==> src/rtl/button_pkg.sv <==
// Shared state encoding and time-to-cycle helpers for the button conditioner.
package button_pkg;

    typedef enum logic [1:0] {
        RELEASED        = 2'd0,
        CONFIRM_PRESS   = 2'd1,
        PRESSED         = 2'd2,
        CONFIRM_RELEASE = 2'd3
    } btn_state_t;

    function automatic int ms_to_cyc(input int clk_freq, input int ms);
        return (clk_freq / 1000) * ms;
    endfunction

    // Width of a counter that must hold 0..max_val, never narrower than one bit.
    function automatic int cnt_width(input int max_val);
        return (max_val < 1) ? 1 : $clog2(max_val + 1);
    endfunction

endpackage

==> src/rtl/button_conditioner_ch.sv <==
// One button channel: synchroniser, debounce FSM, and hold timer that
// produces long-press and auto-repeat pulses.
module button_conditioner_ch
    import button_pkg::*;
#(
    parameter int STABLE_CYC = 20,
    parameter int LONG_CYC   = 100,
    parameter int REPEAT_CYC = 30
) (
    input  logic clk,
    input  logic reset,
    input  logic btn,
    output logic level,
    output logic press,
    output logic release_pulse,
    output logic long_press,
    output logic repeat_pulse
);

    localparam int HOLD_MAX = (REPEAT_CYC > 0) ? (LONG_CYC + REPEAT_CYC - 1) : LONG_CYC;
    localparam int STAB_W   = cnt_width(STABLE_CYC);
    localparam int HOLD_W   = cnt_width(HOLD_MAX);

    localparam logic [STAB_W-1:0] STAB_LAST = STAB_W'((STABLE_CYC > 1) ? (STABLE_CYC - 1) : 0);
    localparam logic [HOLD_W-1:0] LONG_LAST = HOLD_W'(LONG_CYC - 1);
    localparam logic [HOLD_W-1:0] LONG_VAL  = HOLD_W'(LONG_CYC);
    localparam logic [HOLD_W-1:0] HOLD_TOP  = HOLD_W'(HOLD_MAX);

    logic              sync_meta;
    logic              sync_q;
    btn_state_t        state_q;
    btn_state_t        state_d;
    logic [STAB_W-1:0] stab_q;
    logic [STAB_W-1:0] stab_d;
    logic [HOLD_W-1:0] hold_q;
    logic [HOLD_W-1:0] hold_d;
    logic              level_d;
    logic              press_d;
    logic              release_d;
    logic              long_d;
    logic              repeat_d;

    always_ff @(posedge clk) begin
        if (reset) begin
            sync_meta <= 1'b0;
            sync_q    <= 1'b0;
        end else begin
            sync_meta <= btn;
            sync_q    <= sync_meta;
        end
    end

    always_ff @(posedge clk) begin
        if (reset) begin
            state_q <= RELEASED;
            stab_q  <= '0;
        end else begin
            state_q <= state_d;
            stab_q  <= stab_d;
        end
    end

    // The sample that leaves a settled state counts as the first stable sample.
    always_comb begin
        state_d = state_q;
        stab_d  = stab_q;
        case (state_q)
            RELEASED: begin
                if (sync_q) begin
                    if (STABLE_CYC <= 1) begin
                        state_d = PRESSED;
                        stab_d  = '0;
                    end else begin
                        state_d = CONFIRM_PRESS;
                        stab_d  = STAB_W'(1);
                    end
                end
            end
            CONFIRM_PRESS: begin
                if (!sync_q) begin
                    state_d = RELEASED;
                    stab_d  = '0;
                end else if (stab_q >= STAB_LAST) begin
                    state_d = PRESSED;
                    stab_d  = '0;
                end else begin
                    stab_d = stab_q + STAB_W'(1);
                end
            end
            PRESSED: begin
                if (!sync_q) begin
                    if (STABLE_CYC <= 1) begin
                        state_d = RELEASED;
                        stab_d  = '0;
                    end else begin
                        state_d = CONFIRM_RELEASE;
                        stab_d  = STAB_W'(1);
                    end
                end
            end
            CONFIRM_RELEASE: begin
                if (sync_q) begin
                    state_d = PRESSED;
                    stab_d  = '0;
                end else if (stab_q >= STAB_LAST) begin
                    state_d = RELEASED;
                    stab_d  = '0;
                end else begin
                    stab_d = stab_q + STAB_W'(1);
                end
            end
            default: begin
                state_d = RELEASED;
                stab_d  = '0;
            end
        endcase
    end

    // Hold timer runs only while the button stays down across an edge; after
    // the long press it cycles between LONG_CYC and HOLD_TOP so it never wraps.
    always_comb begin
        level_d   = (state_d == PRESSED) || (state_d == CONFIRM_RELEASE);
        press_d   = level_d && !level;
        release_d = !level_d && level;
        long_d    = 1'b0;
        repeat_d  = 1'b0;
        hold_d    = hold_q;
        if (!level_d || !level) begin
            hold_d = '0;
        end else if (hold_q == LONG_LAST) begin
            long_d = 1'b1;
            hold_d = LONG_VAL;
        end else if ((REPEAT_CYC > 0) && (hold_q == HOLD_TOP)) begin
            repeat_d = 1'b1;
            hold_d   = LONG_VAL;
        end else if (hold_q != HOLD_TOP) begin
            hold_d = hold_q + HOLD_W'(1);
        end
    end

    always_ff @(posedge clk) begin
        if (reset) begin
            hold_q        <= '0;
            level         <= 1'b0;
            press         <= 1'b0;
            release_pulse <= 1'b0;
            long_press    <= 1'b0;
            repeat_pulse  <= 1'b0;
        end else begin
            hold_q        <= hold_d;
            level         <= level_d;
            press         <= press_d;
            release_pulse <= release_d;
            long_press    <= long_d;
            repeat_pulse  <= repeat_d;
        end
    end

endmodule

==> src/rtl/button_conditioner.sv <==
// Multi-channel button conditioner: per-channel polarity fix-up, then an
// independent debounce / long-press / auto-repeat channel for each button.
module button_conditioner
    import button_pkg::*;
#(
    parameter int                CLK_FREQ        = 100_000_000,
    parameter int                NUM_CH          = 5,
    parameter int                STABLE_TIME_MS  = 20,
    parameter int                LONG_PRESS_MS   = 1000,
    parameter int                REPEAT_MS       = 200,
    parameter logic [NUM_CH-1:0] ACTIVE_LOW_MASK = '0
) (
    input  logic              clk,
    input  logic              reset,
    input  logic [NUM_CH-1:0] button_in,
    output logic [NUM_CH-1:0] level,
    output logic [NUM_CH-1:0] press,
    output logic [NUM_CH-1:0] release_pulse,
    output logic [NUM_CH-1:0] long_press,
    output logic [NUM_CH-1:0] repeat_pulse
);

    localparam int STABLE_CYC = ms_to_cyc(CLK_FREQ, STABLE_TIME_MS);
    localparam int LONG_CYC   = ms_to_cyc(CLK_FREQ, LONG_PRESS_MS);
    localparam int REPEAT_CYC = ms_to_cyc(CLK_FREQ, REPEAT_MS);

    logic [NUM_CH-1:0] btn_norm;

    assign btn_norm = button_in ^ ACTIVE_LOW_MASK;

    for (genvar i = 0; i < NUM_CH; i++) begin : g_ch
        button_conditioner_ch #(
            .STABLE_CYC (STABLE_CYC),
            .LONG_CYC   (LONG_CYC),
            .REPEAT_CYC (REPEAT_CYC)
        ) u_ch (
            .clk           (clk),
            .reset         (reset),
            .btn           (btn_norm[i]),
            .level         (level[i]),
            .press         (press[i]),
            .release_pulse (release_pulse[i]),
            .long_press    (long_press[i]),
            .repeat_pulse  (repeat_pulse[i])
        );
    end

endmodule

==> config.mk <==
export PLATFORM = sky130hd
export DESIGN_NAME = button_conditioner
export DESIGN_NICKNAME = d
export VERILOG_FILES = /design/src/rtl/button_pkg.sv /design/src/rtl/button_conditioner_ch.sv /design/src/rtl/button_conditioner.sv
export SDC_FILE = /design/constraint.sdc
export NUM_CORES = 1
export LEC_CHECK = 0
export CAP_MARGIN = 20
export CORE_ASPECT_RATIO = 0.75
export CORE_MARGIN = 2
export CORE_UTILIZATION = 69
export DETAILED_ROUTE_END_ITERATION = 12
export DONT_BUFFER_PORTS = 1
export PLACE_DENSITY = 0.85
export SLEW_MARGIN = 20
export SYNTH_ARGS = -nofsm -noshare
export SYNTH_HDL_FRONTEND = slang
export SYNTH_SLANG_ARGS = --single-unit
==> constraint.sdc <==
create_clock -name clk -period 4.57 [get_ports clk]
set_clock_uncertainty 0.15 [all_clocks]
set_input_delay 1.1425 -clock clk [delete_from_list [all_inputs] [get_ports clk]]
set_output_delay 1.1425 -clock clk [all_outputs]
set_load 0.01 [all_outputs]
After elaboration in Yosys (flattened, before gate mapping)
Cells that the tools add are included.
- flip-flop bits (word level): 285
- bits of input ports: 7
- output and inout bits: 25
- logic and storage cells: 270
- add/subtract/negate cells: 10
- magnitude comparators: 5
- eq/ne operators: 50
- multiplexer cells: 90
- reductions and logical operators: 60
- operators with widths (cell ; number):
    $mux 21 ; 25
    $pmux 21 s4 ; 5
    $mux 27 ; 15
    $eq 27x27->1 const B ; 10
    $add 27x1->27 const B ; 5
    $ne 27x27->1 const B ; 5
    $add 21x1->21 const B ; 5
    $ge 21x21->1 const B ; 5
    $mux 2 ; 30
    $eq 2x2->1 const B ; 20
    $pmux 2 s4 ; 5
    $reduce_or 4->1 ; 5
    $reduce_bool 3->1 ; 5
    $reduce_or 3->1 ; 5
    $eq 2x1->1 const B ; 5
    $logic_and 1x1->1 ; 10
    $logic_not 1->1 ; 10
    $logic_not 2->1 ; 5
    $logic_or 1x1->1 ; 10
    $mux 1 ; 10
    $ne 2x1->1 const B ; 5
    $ne 2x2->1 const B ; 5
    $reduce_and 2->1 ; 5
    $reduce_or 2->1 ; 5

Depth between registers and ports, before layout
Gate-level depths: netlist (run 1).
- word-level depth: 9
- gate-level depth with buffers: 9
- depth with buffers taken out: 7

Cells and area by module
A second synthesis (run 1) with hierarchy kept.
- cells, all modules: 1602
- area, all modules: 13803.2 µm²
- by module, submodules not included (module ; instances ; cells each ; area each (µm²) ; seq. area each (µm²)):
    button_conditioner_ch at g_ch[0].u_ch ... ; 4 ; 315 ; 2710.1 ; 1141.1
    button_conditioner_ch at g_ch[4].u_ch ; 1 ; 342 ; 2962.8 ; 1141.1

Least setup slack after synthesis (run 1)
OpenSTA, ideal clock, no wires.
- path type: input to register
- start point: input reset
- end point: register g_ch[1].u_ch.level
- library setup time: 0.131 ns
- data arrival time: 2.336 ns
- required time: 4.289 ns
- path slack: 1.952 ns
- stages: 5
- path buffers: 4
- path through: clkbuf_1 clkbuf_1 buf_1 buf_1 nor2_1
- RTL lines (what ; line ; source):
    start, declared ; button_conditioner.sv:14 ; input logic reset,
    end signal, assigned ; button_conditioner_ch.sv:151 ; level <= level_d;
    end, declared ; button_conditioner_ch.sv:13 ; output logic level,
No word-level cell between the ends.

Worst setup path in the final report (run 1)
- start point: register g_ch[2].u_ch.stab_q[0]
- end point: register g_ch[2].u_ch.hold_q[20]
- word-level cells in the longest chain between the ends: 9
- elaborated cells on any way between the ends: 12
- classes of those cells: order compare: 1; eq/ne: 2; mux: 5; reduce/logical: 4
- ends and longest elaborated chain (what ; line ; source):
    start, declared ; button_conditioner_ch.sv:33 ; logic [STAB_W-1:0] stab_q;
    start signal, assigned ; button_conditioner_ch.sv:59 ; stab_q <= stab_d;
    $ge 21x21->1 (*) ; button_conditioner_ch.sv:83, button_conditioner_ch.sv:105 ;
    $mux 2, on equally long branches ; button_conditioner_ch.sv:105, button_conditioner_ch.sv:83 ;
    $mux 2, on equally long branches ; button_conditioner_ch.sv:102, button_conditioner_ch.sv:80 ;
    $pmux 2 s4 (*) ; button_conditioner_ch.sv:67 ; case (state_q)
    $eq 2x2->1 ; button_conditioner_ch.sv:122 ; level_d = (state_d == PRESSED) || (state_d == CONFIRM_RELEASE);
    $logic_or 1x1->1 (*) ; button_conditioner_ch.sv:122 ;
    $logic_not 1->1 (*) ; button_conditioner_ch.sv:128 ; if (!level_d || !level) begin
    $logic_or 1x1->1 (*) ; button_conditioner_ch.sv:128 ;
    $reduce_or 2->1 (no source line) (*) ; n/a ;
    end signal, assigned ; button_conditioner_ch.sv:150 ; hold_q <= hold_d;
    end, declared ; button_conditioner_ch.sv:35 ; logic [HOLD_W-1:0] hold_q;
Mark *: on every way between the ends. The rest lies on a longest branch, timed or not.
A chain may end at the register's enable or synchronous reset.

==> flow_metrics.env, run 1 <==
export IMPL_hold_path_class="reg2reg"
export IMPL_synth_xor_xnor_area_share_pct=11.6
export IMPL_syn_to_final_growth_pct=7.15
export IMPL_synth_adder_area_share_pct=0.957
export IMPL_drt_iter0_drc=844
export IMPL_port_buffers=0
export IMPL_cts_tree="done"
export IMPL_crit_path_frequent_cell="a21oi_1"
export IMPL_clkPwrFrac_pct=48.4
export IMPL_synthMuxAreaShare_pct=1.33
export IMPL_max_cap_violations=0
export IMPL_coreArea_um2=18500
export IMPL_ys_top_cells_by_area="dfxtp_1 44%, xor2_1 7.6%, nor2_1 6.7%"
export IMPL_drcViolationCount=0
export IMPL_clkSinkCount=285
export IMPL_dieArea_um2=20100
export IMPL_rows=43
export IMPL_synth_nets=1557
export IMPL_layout_setup_ws_ns=1.61
export IMPL_arrival_ns=3.17
export IMPL_synth_compound_area_share_pct=8.50
export IMPL_grt_total_usage_pct=26.0
export IMPL_cts_root_buffer="clkbuf_16"
export IMPL_synth_edf_count=0
export IMPL_cellPowerDensity_nw_per_um2=353
export IMPL_clock_latency_ns=0.53
export IMPL_synthFlopType="dfxtp_1"
export IMPL_p_int_mw=3.93
export IMPL_p_switching_mw=1.01
export IMPL_hold_viol_final=0
export IMPL_preCtsSetupSlack_ns=1.37
export IMPL_synth_top_family_by_area="simple AND/OR/NAND/NOR gates"
export IMPL_fin_nets=1523
export IMPL_drt_antenna_violating_nets=0
export IMPL_ios=32
export IMPL_wl_per_cell_um=14.7
export IMPL_grt_pass1_wl_um=44700
export IMPL_synth_cells=1540
export IMPL_critical_path_max_stage_delay_ns=0.76
export IMPL_die_y_um=123
export IMPL_crit_chain="ha_1 -> inv_1 -> a2111oi_2 -> a31o_2 -> a21oi_1 -> a41oi_2 -> buf_4 -> a21oi_1"
export IMPL_yosys_warnings=0
export IMPL_syn_area_um2=13100
export IMPL_cts_setup_buffers=0
export IMPL_vias_per_cell=5.98
export IMPL_p_comb_share_pct=1.0
export IMPL_ff_latch_area_um2=5710
export IMPL_period_share_pct=64.8
export IMPL_p_leak_nw=4.67
export IMPL_dp_hpwl_um=17200
export IMPL_cts_buffer_depth=3
export IMPL_h_tree_depth=1
export IMPL_worst_pin_slew_ns=1.04
export IMPL_async_flop_share_pct=0
export IMPL_ff2ff_setup_slack_ns=1.61
export IMPL_gp_congestion=0.851
export IMPL_grt_max_degree=55
export IMPL_seq_power_share_pct=50.5
export IMPL_grt_pass1_vias=9811
export IMPL_synth_cell_types=79
export IMPL_slew_viol_final=0
export IMPL_tns_ns=0
export IMPL_yosysTopAreaCellShare_pct=43.7
export IMPL_status="completed"
export IMPL_cp_num_buf_inv=2
export IMPL_synthSimpleGateAreaFrac_pct=30.0
export IMPL_ys_seq_area_share_pct=43.7
export IMPL_cp_data_required_time_ns=4.78
export IMPL_synth_largest_area_cell="dfxtp_1"
export IMPL_vias=10600
export IMPL_cts_buffers=28
export IMPL_antenna_cells=0
export IMPL_fin_cells=1775
export IMPL_critPathLaunchType="flop"
export IMPL_setup_violations=0
export IMPL_ir_worst_vdd_v=0.000306
export IMPL_multi_input_area_um2=6880
export IMPL_antenna_found_initial=0
export IMPL_rsz0062_at_grt="false"
export IMPL_critPathSlowestCell="a41oi_2"
export IMPL_critPathTopFamily="compound AO/OA/AOI/OAI gates"
export IMPL_crit_fanout=18
export IMPL_synth_area_per_cell_um2=8.49
export IMPL_dr_pass1_iters=5
export IMPL_criticalPathCategory="reg2reg"
export IMPL_slew_limit_headroom_pct=30.1
export IMPL_hold_buffers=0
export IMPL_final_core_util_pct=75.7
export IMPL_drive_above_1_share_pct=5.37
export IMPL_grt_overflow=0
export IMPL_end_kind="flop"
export IMPL_dieWidth_um=163
export IMPL_start_util_pct=70.6
export IMPL_ctsResizeCount=0
export IMPL_clk_pin_slew_ns=0.07
export IMPL_swShare_pct=20.5
export IMPL_num_fill_cells=1351
export IMPL_period_needed_ns=2.96
export IMPL_ys_ff_latch=285
export IMPL_wl_um=26100
export IMPL_fmaxAchievable_ghz=0.338
export IMPL_post_place_cells=1723
-- cell type report --
type / count / area share [%]
multi-input combinational: 1156 / 49.1
sequential: 285 / 40.7
clock buffer: 35 / 5.49
tap: 247 / 2.21
clock inverter: 17 / 1.44
inverter: 31 / 0.831
timing repair buffer: 4 / 0.197
-- Yosys cell counts (all sizes together) (3+ instances only) --
cell,number
a2111oi,3
a21o,9
a21oi,68
a22o,3
a22oi,4
a31oi,12
a32oi,3
and2,22
and3,40
and4,19
and4b,3
buf,46
clkbuf,22
dfxtp,285
ha,10
inv,31
mux2,3
mux2i,14
nand2,153
nand2b,4
nand3,102
nand3b,4
nand4,71
nor2,235
nor2b,20
nor3,43
nor3b,9
nor4,18
nor4b,7
o2111ai,3
o211a,3
o211ai,4
o21ai,30
o22ai,3
o31ai,7
or2,4
or3,17
or4,5
xnor2,59
xor2,114
-- registers in the layout, indices dropped and copies added (netlist names) --
name                     cells
g_ch.u_ch.hold_q           135
g_ch.u_ch.state_q           10
g_ch.u_ch.press              5
g_ch.u_ch.level              5
g_ch.u_ch.stab_q           105
g_ch.u_ch.repeat_pulse       5
g_ch.u_ch.long_press         5
g_ch.u_ch.release_pulse      5
g_ch.u_ch.sync_q             5
g_ch.u_ch.sync_meta          5
-- metrics by stage --
| step | area, um2 | hold slack, ns | total power, mW |
|---|---|---|---|
| 4_1_cts | 14000 | 0.282 | 4.97 |
| 2_1_floorplan | 13100 | 0.263 | 2.60 |
| 3_3_place_gp | 13000 | 0.277 | 2.60 |
| 5_1_grt | 14000 | 0.320 | 5.07 |
| 6_report | 14000 | 0.286 | 4.95 |
| 3_5_place_dp | 13000 | 0.284 | 2.60 |
-- power by group through the flow --
stage | registers, mW | logic [mW] | clock network [mW]
5_1_grt | 2.50 | 0.0581 | 2.51
3_5_place_dp | 2.55 | 0.0502 | 0
6_report | 2.50 | 0.0519 | 2.39
4_1_cts | 2.50 | 0.0511 | 2.42
2_1_floorplan | 2.55 | 0.0459 | 0
3_3_place_gp | 2.55 | 0.0488 | 0
-- per-layer routing --
| metal | vias to the layer above | GRT usage, % | part of all wire (%) |
|---|---|---|---|
| met3 | 44 | 3.86 | 5.1 |
| met5 | - | 0 | 0 |
| met2 | 289 | 44.2 | 46 |
| li1 | 5286 | - | - |
| met1 | 4990 | 35.2 | 47 |
| met4 | 0 | 6.47 | 1.8 |
-- placed cells by master (no fill, tap or decap), types with 4 or more instances in the layout --
cell type / n
a21o_1: 9
a21oi_1: 67
a22oi_1: 4
a31oi_1: 12
and2_1: 19
and3_1: 39
and4_1: 18
bufinv_16: 4
clkbuf_1: 4
clkbuf_16: 29
clkinv_2: 8
dfxtp_1: 285
ha_1: 10
inv_1: 31
mux2i_1: 14
nand2_1: 153
nand2b_1: 4
nand3_1: 102
nand3b_1: 4
nand4_1: 71
nor2_1: 235
nor2b_1: 20
nor3_1: 41
nor3b_1: 9
nor4_1: 15
nor4b_1: 6
o21ai_0: 24
o21ai_1: 4
o31ai_1: 7
or3_1: 17
or4_1: 4
xnor2_1: 59
xor2_1: 114
-- path summary, 6_finish.rpt --
path | start | endpoint | depth (start not counted)
worst min-delay path | g_ch[2].u_ch.sync_meta | g_ch[2].u_ch.sync_q | 1
worst min register to register | g_ch[2].u_ch.sync_meta | g_ch[2].u_ch.sync_q | 1
worst max-delay path | g_ch[2].u_ch.stab_q[0] | g_ch[2].u_ch.hold_q[20] | 8
worst max register to register | g_ch[2].u_ch.stab_q[0] | g_ch[2].u_ch.hold_q[20] | 8
-- kinds of logic after synthesis --
group                    after synthesis
buffers and inverters                 99
AO/OA/AOI/OAI                        171
adder cells (fa/ha/maj)               10
AND/OR/NAND/NOR                      785
multiplexers                          17
flip-flops                           285
XOR/XNOR                             173
No activity file was read; power rests on OpenSTA's default activity.
==> run 2, diff against run 1 <==
CORE_UTILIZATION = 64   (was 69)
PLACE_DENSITY = 0.8   (was 0.85)
clock period = 2.8 ns   (was 4.57 ns; I/O delays follow)
==> flow_metrics.env, run 2 (synthesis results as in run 1) <==
export IMPL_cts_root_buffer="clkbuf_16"
export IMPL_drcViolationCount=0
export IMPL_drive_above_1_share_pct=6.34
export IMPL_ios=32
export IMPL_wl_um=25300
export IMPL_h_tree_depth=1
export IMPL_period_needed_ns=2.54
export IMPL_port_buffers=0
export IMPL_fmaxAchievable_ghz=0.393
export IMPL_max_cap_violations=0
export IMPL_slew_viol_final=0
export IMPL_hold_path_class="in2reg"
export IMPL_tns_ns=0
export IMPL_layout_common_cells="285 x dfxtp_1, 234 x nor2_1, 153 x nand2_1"
export IMPL_grt_max_degree=55
export IMPL_largest_reg_flops=135
export IMPL_rows=45
export IMPL_die_y_um=128
export IMPL_critPathTopFamily="compound AO/OA/AOI/OAI gates"
export IMPL_wl_per_cell_um=14.0
export IMPL_post_route_cell_area_um2=14100
export IMPL_reg2regPathDepth=6
export IMPL_critical_path_max_stage_delay_ns=0.63
export IMPL_ff2ff_setup_slack_ns=0.26
export IMPL_cellPowerDensity_nw_per_um2=558
export IMPL_p_leak_nw=4.72
export IMPL_coreArea_um2=20200
export IMPL_worst_pin_slew_ns=0.777
export IMPL_vias_per_cell=5.84
export IMPL_cts_buffers=28
export IMPL_cp_endpoint="g_ch[3].u_ch.stab_q[18]"
export IMPL_status="completed"
export IMPL_fin_cells=1803
export IMPL_period_share_pct=90.8
export IMPL_end_kind="flop"
export IMPL_r2r_start="g_ch[3].u_ch.stab_q[16]"
export IMPL_cts_tree="done"
export IMPL_startpoint="g_ch[3].u_ch.stab_q[16]"
export IMPL_path_depth=6
export IMPL_preCtsSetupSlack_ns=0.249
export IMPL_dieWidth_um=169
export IMPL_cp_num_buf_inv=0
export IMPL_setup_violations=0
export IMPL_antenna_found_initial=0
export IMPL_ir_worst_vdd_v=0.000458
export IMPL_grt_total_usage_pct=23.4
export IMPL_clk_pin_slew_ns=0.06
export IMPL_dr_pass1_iters=5
export IMPL_vias=10500
export IMPL_place_area_um2=13200
export IMPL_cp_data_required_time_ns=3.12
export IMPL_critPathLaunchType="flop"
export IMPL_reg_largest_list="g_ch.u_ch.hold_q (135), g_ch.u_ch.stab_q (105), g_ch.u_ch.state_q (10)"
export IMPL_start_util_pct=64.8
export IMPL_grt_overflow=0
export IMPL_syn_to_final_growth_pct=7.89
export IMPL_fin_nets=1540
export IMPL_post_place_cells=1750
export IMPL_rsz0062_at_grt="false"
export IMPL_hold_viol_final=0
export IMPL_clkSinkCount=285
export IMPL_cts_setup_buffers=0
export IMPL_slew_limit_headroom_pct=48.1
export IMPL_r2r_end="g_ch[3].u_ch.stab_q[18]"
export IMPL_criticalPathCategory="reg2reg"
export IMPL_grt_pass1_vias=9711
export IMPL_regMostFlops="g_ch.u_ch.hold_q"
export IMPL_crit_fanout=18
export IMPL_grt_pass1_wl_um=43700
export IMPL_cts_buffer_depth=3
export IMPL_clock_latency_ns=0.54
export IMPL_antenna_cells=0
export IMPL_dp_hpwl_um=17000
export IMPL_arrival_ns=2.86
export IMPL_layout_setup_ws_ns=0.258
export IMPL_dieArea_um2=21600
export IMPL_critPathSlowestCell="a21oi_2"
export IMPL_gp_congestion=0.848
export IMPL_crit_chain="or4_4 -> a211oi_2 -> o2bb2ai_2 -> a21oi_2 -> o21ai_0 -> a31oi_1"
export IMPL_drt_antenna_violating_nets=0
export IMPL_layout_commonest_cell="dfxtp_1"
export IMPL_drt_iter0_drc=735
run 2: how the worst min path moves through the flow:
| stage | from | endpoint | slack [ns] | cells after the start |
|---|---|---|---|---|
| 5_1_grt | reset | g_ch[3].u_ch.level | 0.05 | 1 |
| 2_1_floorplan | g_ch[2].u_ch.level | g_ch[2].u_ch.press | 0.26 | 1 |
| 6_report | reset | g_ch[1].u_ch.sync_meta | 0.08 | 1 |
| 4_1_cts | reset | g_ch[3].u_ch.stab_q[1] | 0.05 | 1 |
| 3_5_place_dp | g_ch[0].u_ch.sync_meta | g_ch[0].u_ch.sync_q | 0.27 | 1 |
| 3_3_place_gp | g_ch[0].u_ch.sync_meta | g_ch[0].u_ch.sync_q | 0.27 | 1 |
run 2: repair_timing:
item	CTS	global route
endpoints found under the setup margin	0	11
hold buffers	0	0
gates resized for setup	0	2
run 2: final cells by class:
cell class	count	area, um2
multi-input cells	1156	6870
clock buffers	36	762
fillers	1590	6060
clock inverters	16	154
repair buffers	21	170
flip-flops and latches	285	5710
inverters	31	116
well taps	258	323
run 2: through the flow:
step           power [mW]  hold WS, ns  util, %
4_1_cts              7.94       0.0485     69.9
2_1_floorplan        4.24        0.263        -
6_report             7.86       0.0767     70.0
5_1_grt              8.11       0.0532     70.0
3_5_place_dp         4.26        0.273     65.3
3_3_place_gp         4.25        0.266     65.3
run 2: power by group:
| part | switching, mW | total, mW | internal, mW | leakage [nW] |
|---|---|---|---|---|
| clock network | 1.58 | 3.70 | 2.12 | 0.425 |
| registers | 0.0111 | 4.08 | 4.07 | 2.30 |
| logic | 0.0599 | 0.0911 | 0.0312 | 1.99 |
| total | 1.65 | 7.86 | 6.22 | 4.72 |
run 2: routing by layer:
layer	GRT usage (%)	routed length, um	vias up
li1	-	-	5326
met1	32.3	12400	4944
met3	3.49	1150	36
met2	39.4	11400	226
met5	0	0	-
met4	4.83	403	0
==> run 3, diff against run 2 <==
REMOVE_ABC_BUFFERS = 1   (was not set)
==> flow_metrics.env, run 3 (synthesis results as in run 1) <==
export IMPL_worst_pin_slew_ns=1.03
export IMPL_setup_violations=0
export IMPL_drcViolationCount=0
export IMPL_tns_ns=0
export IMPL_fin_nets=1546
export IMPL_start_util_pct=64.8
export IMPL_cellPowerDensity_nw_per_um2=577
export IMPL_critPathLaunchType="flop"
export IMPL_cts_tree="done"
export IMPL_port_buffers=0
export IMPL_wl_per_cell_um=14.5
export IMPL_vias_per_cell=5.84
export IMPL_dp_hpwl_um=17800
export IMPL_period_needed_ns=2.50
export IMPL_ir_worst_vdd_v=0.000484
export IMPL_grt_overflow=0
export IMPL_clkSinkCount=285
export IMPL_max_cap_violations=0
export IMPL_criticalPathCategory="reg2reg"
export IMPL_cts_buffer_depth=3
export IMPL_regMostFlops="g_ch.u_ch.hold_q"
export IMPL_wl_met1_um=13200
export IMPL_hold_buffers=0
export IMPL_p_leak_nw=4.81
export IMPL_dieWidth_um=169
export IMPL_antenna_found_initial=0
export IMPL_fmaxAchievable_ghz=0.400
export IMPL_end_kind="flop"
export IMPL_layout_commonest_cell="dfxtp_1"
export IMPL_fin_cells=1808
export IMPL_drt_antenna_violating_nets=0
export IMPL_highest_layer="met4"
export IMPL_grt_total_usage_pct=24.2
export IMPL_num_fill_cells=1611
export IMPL_hold_ws_ns=0.0825
export IMPL_clock_latency_ns=0.54
export IMPL_dieArea_um2=21600
export IMPL_grt_pass1_vias=9610
export IMPL_coreArea_um2=20200
export IMPL_cp_data_required_time_ns=3.06
export IMPL_status="completed"
export IMPL_drive_above_1_share_pct=6.71
export IMPL_cts_root_buffer="clkbuf_16"
export IMPL_grt_pass1_wl_um=44800
export IMPL_cts_setup_buffers=0
export IMPL_dr_pass1_iters=5
export IMPL_slew_viol_final=0
export IMPL_rsz0062_at_grt="false"
export IMPL_slew_limit_headroom_pct=30.7
export IMPL_crit_fanout=10
export IMPL_gp_congestion=0.889
export IMPL_wl_met2_um=11400
export IMPL_largest_reg_flops=135
export IMPL_drt_iter0_drc=855
export IMPL_post_place_cells=1757
export IMPL_met3WireLength_um=1100
export IMPL_period_share_pct=89.3
export IMPL_ios=32
export IMPL_layout_common_cells="285 x dfxtp_1, 235 x nor2_1, 153 x nand2_1"
export IMPL_vias=10600
export IMPL_rows=45
export IMPL_die_y_um=128
export IMPL_cts_buffers=28
export IMPL_wl_um=26200
export IMPL_power_total_mw=8.21
export IMPL_reg_largest_list="g_ch.u_ch.hold_q (135), g_ch.u_ch.stab_q (105), g_ch.u_ch.state_q (10)"
export IMPL_grt_max_degree=55
export IMPL_hold_viol_final=0
export IMPL_antenna_cells=0
export IMPL_ctsResizeCount=0
export IMPL_syn_to_final_growth_pct=8.87
export IMPL_clk_pin_slew_ns=0.06
export IMPL_h_tree_depth=1
export IMPL_hold_path_class="in2reg"
export IMPL_arrival_ns=2.76
==> run 3: metrics by stage <==
| stage | setup slack, ns | cell area [um2] | utilization (%) |
|---|---|---|---|
| 4_1_cts | 0.130 | 14200 | 70.5 |
| 6_report | 0.301 | 14200 | 70.6 |
| 3_3_place_gp | 0.170 | 13200 | 65.5 |
| 3_5_place_dp | 0.131 | 13200 | 65.5 |
| 2_1_floorplan | -0.148 | 12700 | - |
| 5_1_grt | 0.0502 | 14200 | 70.6 |
==> run 3: worst max-delay path, stage by stage, from the launching register on <==
cell,delay (ns)
dfxtp_1,0.38
ha_1,0.23
nand4_1,0.20
nor4_1,0.44
nand4_1,0.16
and2_1,0.29
nand3b_1,0.40
nor2_1,0.10
==> run 3: power by group <==
group          switching, mW  internal (mW)  total [mW]
Clock                   1.55           2.48        4.03
Sequential            0.0115           4.07        4.08
Combinational         0.0612         0.0345      0.0957
==> run 3: cell type report <==
class | instances | area, um2 | share of cell area (%)
clock buffers | 38 | 810 | 5.69
inverters | 31 | 116 | 0.818
repair buffers | 27 | 203 | 1.42
well taps | 258 | 323 | 2.27
multi-input cells | 1156 | 6870 | 48.3
flip-flops and latches | 285 | 5710 | 40.1
clock inverters | 13 | 196 | 1.38
==> run 3: final timing paths <==
path                                              from                     end  slack, ns  depth (start not counted)
worst max-delay path            g_ch[1].u_ch.hold_q[0]  g_ch[1].u_ch.hold_q[7]       0.30                          7
worst min-delay path                             reset      g_ch[1].u_ch.level       0.08                          1
worst max register to register  g_ch[1].u_ch.hold_q[0]  g_ch[1].u_ch.hold_q[7]       0.30                          7
worst min register to register  g_ch[4].u_ch.sync_meta     g_ch[4].u_ch.sync_q       0.29                          1
==> run 3: layer usage <==
metal,vias to the layer above,track usage (%)
li1,5343,-
met1,4971,35.3
met2,208,38.4
met3,39,3.43
met4,0,5.03
met5,-,0
